File: src/rtl/kamacore_writeback_arbiter.sv
// kamacore_writeback_arbiter: round-robin share of the single register-file write port
// Ports: clk, rst (sync, active-low), wb_stall, req_valid/req_addr/req_data (packed per requester),
// req_ready (combinational one-hot grant), destination_we/_a/_data (registered write port),
// pending_mask (one-hot of the in-flight destination).
// Optional build macro KAMACORE_WB_ZERO_DISCARD_EN: transfers to x0 are consumed but never written.
module kamacore_writeback_arbiter #(
  parameter int REQUESTERS = 3,
  parameter int REG_ADDR_WIDTH = 5,
  parameter int CPU_WIDTH = 32
) (
  input  logic                                 clk,
  input  logic                                 rst,
  input  logic                                 wb_stall,
  input  logic [REQUESTERS-1:0]                req_valid,
  input  logic [REQUESTERS*REG_ADDR_WIDTH-1:0] req_addr,
  input  logic [REQUESTERS*CPU_WIDTH-1:0]      req_data,
  output logic [REQUESTERS-1:0]                req_ready,
  output logic                                 destination_we,
  output logic [REG_ADDR_WIDTH-1:0]            destination_a,
  output logic [CPU_WIDTH-1:0]                 destination_data,
  output logic [2**REG_ADDR_WIDTH-1:0]         pending_mask
);
  localparam int PW = $clog2(REQUESTERS);
  logic [PW-1:0] rr_ptr, win, cand;
  logic found, go, write;
  logic [REG_ADDR_WIDTH-1:0] win_addr;
  always_comb begin
    win = '0;
    cand = '0;
    found = 1'b0;
    req_ready = '0;
    for (int o = 0; o < REQUESTERS; o++) begin
      cand = PW'((int'(rr_ptr) + o) % REQUESTERS);
      if (!found && req_valid[cand]) begin
        found = 1'b1;
        win = cand;
      end
    end
    if (rst && !wb_stall && found) req_ready[win] = 1'b1;
  end
  assign go = |req_ready;
  assign win_addr = req_addr[win*REG_ADDR_WIDTH +: REG_ADDR_WIDTH];
`ifdef KAMACORE_WB_ZERO_DISCARD_EN
  assign write = go && (win_addr != '0);
`else
  assign write = go;
`endif
  always_ff @(posedge clk) begin
    if (!rst) begin
      rr_ptr <= '0;
      destination_we <= 1'b0;
      destination_a <= '0;
      destination_data <= '0;
    end else begin
      destination_we <= write;
      if (go) begin
        rr_ptr <= (win == PW'(REQUESTERS - 1)) ? '0 : win + 1'b1;
        destination_a <= win_addr;
        destination_data <= req_data[win*CPU_WIDTH +: CPU_WIDTH];
      end
    end
  end
  assign pending_mask = {{(2**REG_ADDR_WIDTH-1){1'b0}}, destination_we} << destination_a;
endmodule

File: config.mk
export PLATFORM = sky130hd
export DESIGN_NAME = kamacore_writeback_arbiter
export DESIGN_NICKNAME = d
export VERILOG_FILES = /design/src/rtl/kamacore_writeback_arbiter.sv
export SDC_FILE = /design/constraint.sdc
export NUM_CORES = 1
export LEC_CHECK = 0
export CORE_ASPECT_RATIO = 1.2
export CORE_MARGIN = 2
export CORE_UTILIZATION = 34
export CTS_BUF_LIST = sky130_fd_sc_hd__clkbuf_2 sky130_fd_sc_hd__clkbuf_4 sky130_fd_sc_hd__clkbuf_8
export DETAILED_ROUTE_END_ITERATION = 10
export MAX_ROUTING_LAYER = met4
export PLACE_DENSITY = 0.83
export SLEW_MARGIN = 20
export SYNTH_ARGS = -nofsm -noshare
export SYNTH_HDL_FRONTEND = slang
export SYNTH_SLANG_ARGS = --single-unit
File: constraint.sdc
create_clock -name clk -period 3 [get_ports clk]
set_input_delay 0.75 -clock clk [delete_from_list [all_inputs] [get_ports clk]]
set_output_delay 0.75 -clock clk [all_outputs]
set_load 0.02 [all_outputs]
==> results.md <==
* CTS tree: done
* Kind of end point of the critical path: output pin
* Post-Syn Instances at 309
* Num CTS Buffers at 5
* Worst setup SP type: input port
* Post-route ant nets at 0
* GPL Wtd Cong at 0.8305
* Yosys top cell area share at 0.3354
* Setup CP Type: input port to output pin
* Synth area leader: dfxtp_1
* RSZ-0062 raised after global routing: no
* Peak supply drop at 0.7883 mV
* Core Region at 6813 um^2
* Crit-path max cell delay at 320 ps
* Mapped Nets at 430
* Crit-path cells: dlygate4sd2_1 -> mux2i_2 -> o22ai_2 -> o221ai_2 -> mux2i_4 -> and2_4 -> buf_2
* Final hold viol count at 0
* Layout Skew at 2.630 ps
* Met1 usage at 0.2440
* Clock transition at path regs at 80 ps
* Clk buf depth at 2
* Port-buffer cells at 189
* Nets at 617
* Slew margin rel. at 0.6954
* Total GRT Usage at 0.2347
* Leak pwr at 1.570 nW
* Pins Over Slew Limit at 0
* Fill cells at 580
* Die W at 80.50 um
* GRT overflow at 0
* Final min period at 2936 ps
* IO Pins at 190
* Via count at 3092
* Register Area at 802.0 um^2
* Worst-skew pair later-pin latency at 290 ps
* Worst-margin pin slew at 456.9 ps
* Drt wl/cell at 15.81 um
* Rows at 33
* Placed Area at 4384 um^2
* Number of remaining DRC errors at 0
* GRT met2 Usage at 0.4507
* Initial antenna violation count at 0
* Largest cells by area after synthesis: dfxtp_1 (34%), a22oi_1 (12%), o211ai_1 (12%)
* Crit path DAT at 2190 ps
* Tcrit/Tclk final at 0.9788
* Achievable frequency at 0.3406 GHz
* Worst Path Max Fanout at 4
* Met3 usage at 0.04784
* Tightest Hold Check Type: register to register
* Ys async rst share at 0
* PD cells at 778.2 nW/um^2
* Mapped Area at 2387 um^2
* Seq cells post-synth at 40
* HPWL after detailed placement at 6896 um
* Root Buffer: clkbuf_8
* Starting DRT DRC Count at 178
* Largest delay contributor family on the critical path: multiplexers
* Yosys Warn Count at 0
* Pwr Total at 3.537 mW
* Area growth syn-to-layout at 90.41%
* Starting Density at 0.3504
* Ant diodes at 0
* Post-synthesis cell type count at 35
* Die area at 7711 um^2
* Drt pass-1 iters at 5
* WP buf/inv at 2
* WL final at 9231 um
* Multi-input gate area at 1466 um^2
* GR peak layer: met2
* Layout cells sized above 1 at 0.1006
* Status: complete, no violations
* Number of synthesized flops with an enable pin at 0
* Vias per std cell at 5.295
* H-tree depth at 2
* Count leader, synth: nand2_1
* Largest net degree at the start of global routing at 46
* Layout Cell Area excl Fill at 4546 um^2
* Final WS setup at 63.62 ps
* Mean Syn Cell Area at 7.726 um^2
* Die height at 95.79 um
* Final setup violation count at 0
* Slowest library cell on the worst path: mux2i_4
* Synth cell count leaders: nand2_1 (44), nand3_1 (41), dfxtp_1 (40), a22oi_1 (37), o211ai_1 (37)
* Clock sink count at 40
* Vias in the first global route at 2944
* Max_cap viols at 0
* Synth Flop Type: dfxtp_1
* First-pass GRT wire length at 13890 um
* Seq/Total Area, Yosys at 0.3354
* Worst endpoint required time at 2250 ps
* DP Worst Slack at -675.2 ps
metal layers:
metal | wire length, um | share of wire
met5 | 0 | 0
met4 | 104 | 0.011
met3 | 709 | 0.077
met2 | 5078 | 0.55
met1 | 3337 | 0.36
worst register-to-register path, cell delays in order, from the launching register on:
cell and delay, ps:
dfxtp_1 330, buf_4 120, ha_1 210, buf_4 180, nand2_1 100, o221ai_2 230, mux2i_4 320, buf_4 150
buf_4 390, nand3_1 150, o211ai_1 120
cells in the final DEF (no fill, tap or decap), drive strengths merged, types with 3 or more instances in the layout:
cell type	count
inv	5
a22oi	37
nor2	35
ha	4
nand2b	3
nand3	41
mux2i	4
dfxtp	40
o211ai	37
o21ai	4
nand2	44
buf	23
clkdlybuf4s50	183
nor3	3
clkbuf	6
nor2b	6
stage by stage:
stage,utilization,std cells,hold WS (ps),setup TNS [ps]
finish,0.6672,584,496.3,0
global route,0.6672,584,521.2,0
CTS,0.6667,584,504.8,0
detailed placement,0.6435,575,482.5,-1856
global placement,0.6435,575,477.8,-1688
floorplan,-,309,479.8,0
kinds of logic after synthesis:
group / after synthesis / share of synthesized area
buffers and inverters: 34 / 0.08333
and+or+nand+nor: 138 / 0.2589
muxes: 4 / 0.01834
AOI/OAI and AO/OA: 89 / 0.2830
DFF: 40 / 0.3354
adders and majority gates: 4 / 0.02097
power by group:
part	switching, mW	leakage, nW	total [mW]	internal (mW)
Clock	0.194	0.0586	0.451	0.256
Sequential	0.141	0.330	0.894	0.753
Combinational	1.19	1.18	2.19	1.00
what timing repair did:
item / CTS / global route
hold buffers: 0 / 0
pin swaps: 2 / 0
endpoints found under the setup margin: 3 / 3
buffers inserted: 1 / 0
gates resized for setup: 24 / 8
flip-flops by register name (all words and copies together), names as in the netlist:
| name | flops |
|---|---|
| rr_ptr | 2 |
| destination_we | 1 |
| destination_a | 5 |
| destination_data | 32 |
worst paths after layout:
path / startpoint / endpoint / slack [ps] / cells past startpoint
worst max-delay path: req_valid[0] / req_ready[1] / 60 / 7
worst min-delay path: destination_data[7] / destination_data[7] / 500 / 2
worst max register to register: rr_ptr[0] / destination_data[20] / 630 / 10
worst min register to register: destination_data[7] / destination_data[7] / 500 / 2
cell type report:
cell class	instances	share of cell area
Clock buffer	6	0.01679
Timing Repair Buffer	209	0.4484
Clock inverter	2	0.007707
Tap cell	87	0.02395
Multi-Input combinational cell	235	0.3226
Inverter	5	0.004129
Sequential cell	40	0.1764
No activity file was read; power rests on OpenSTA's default activity.
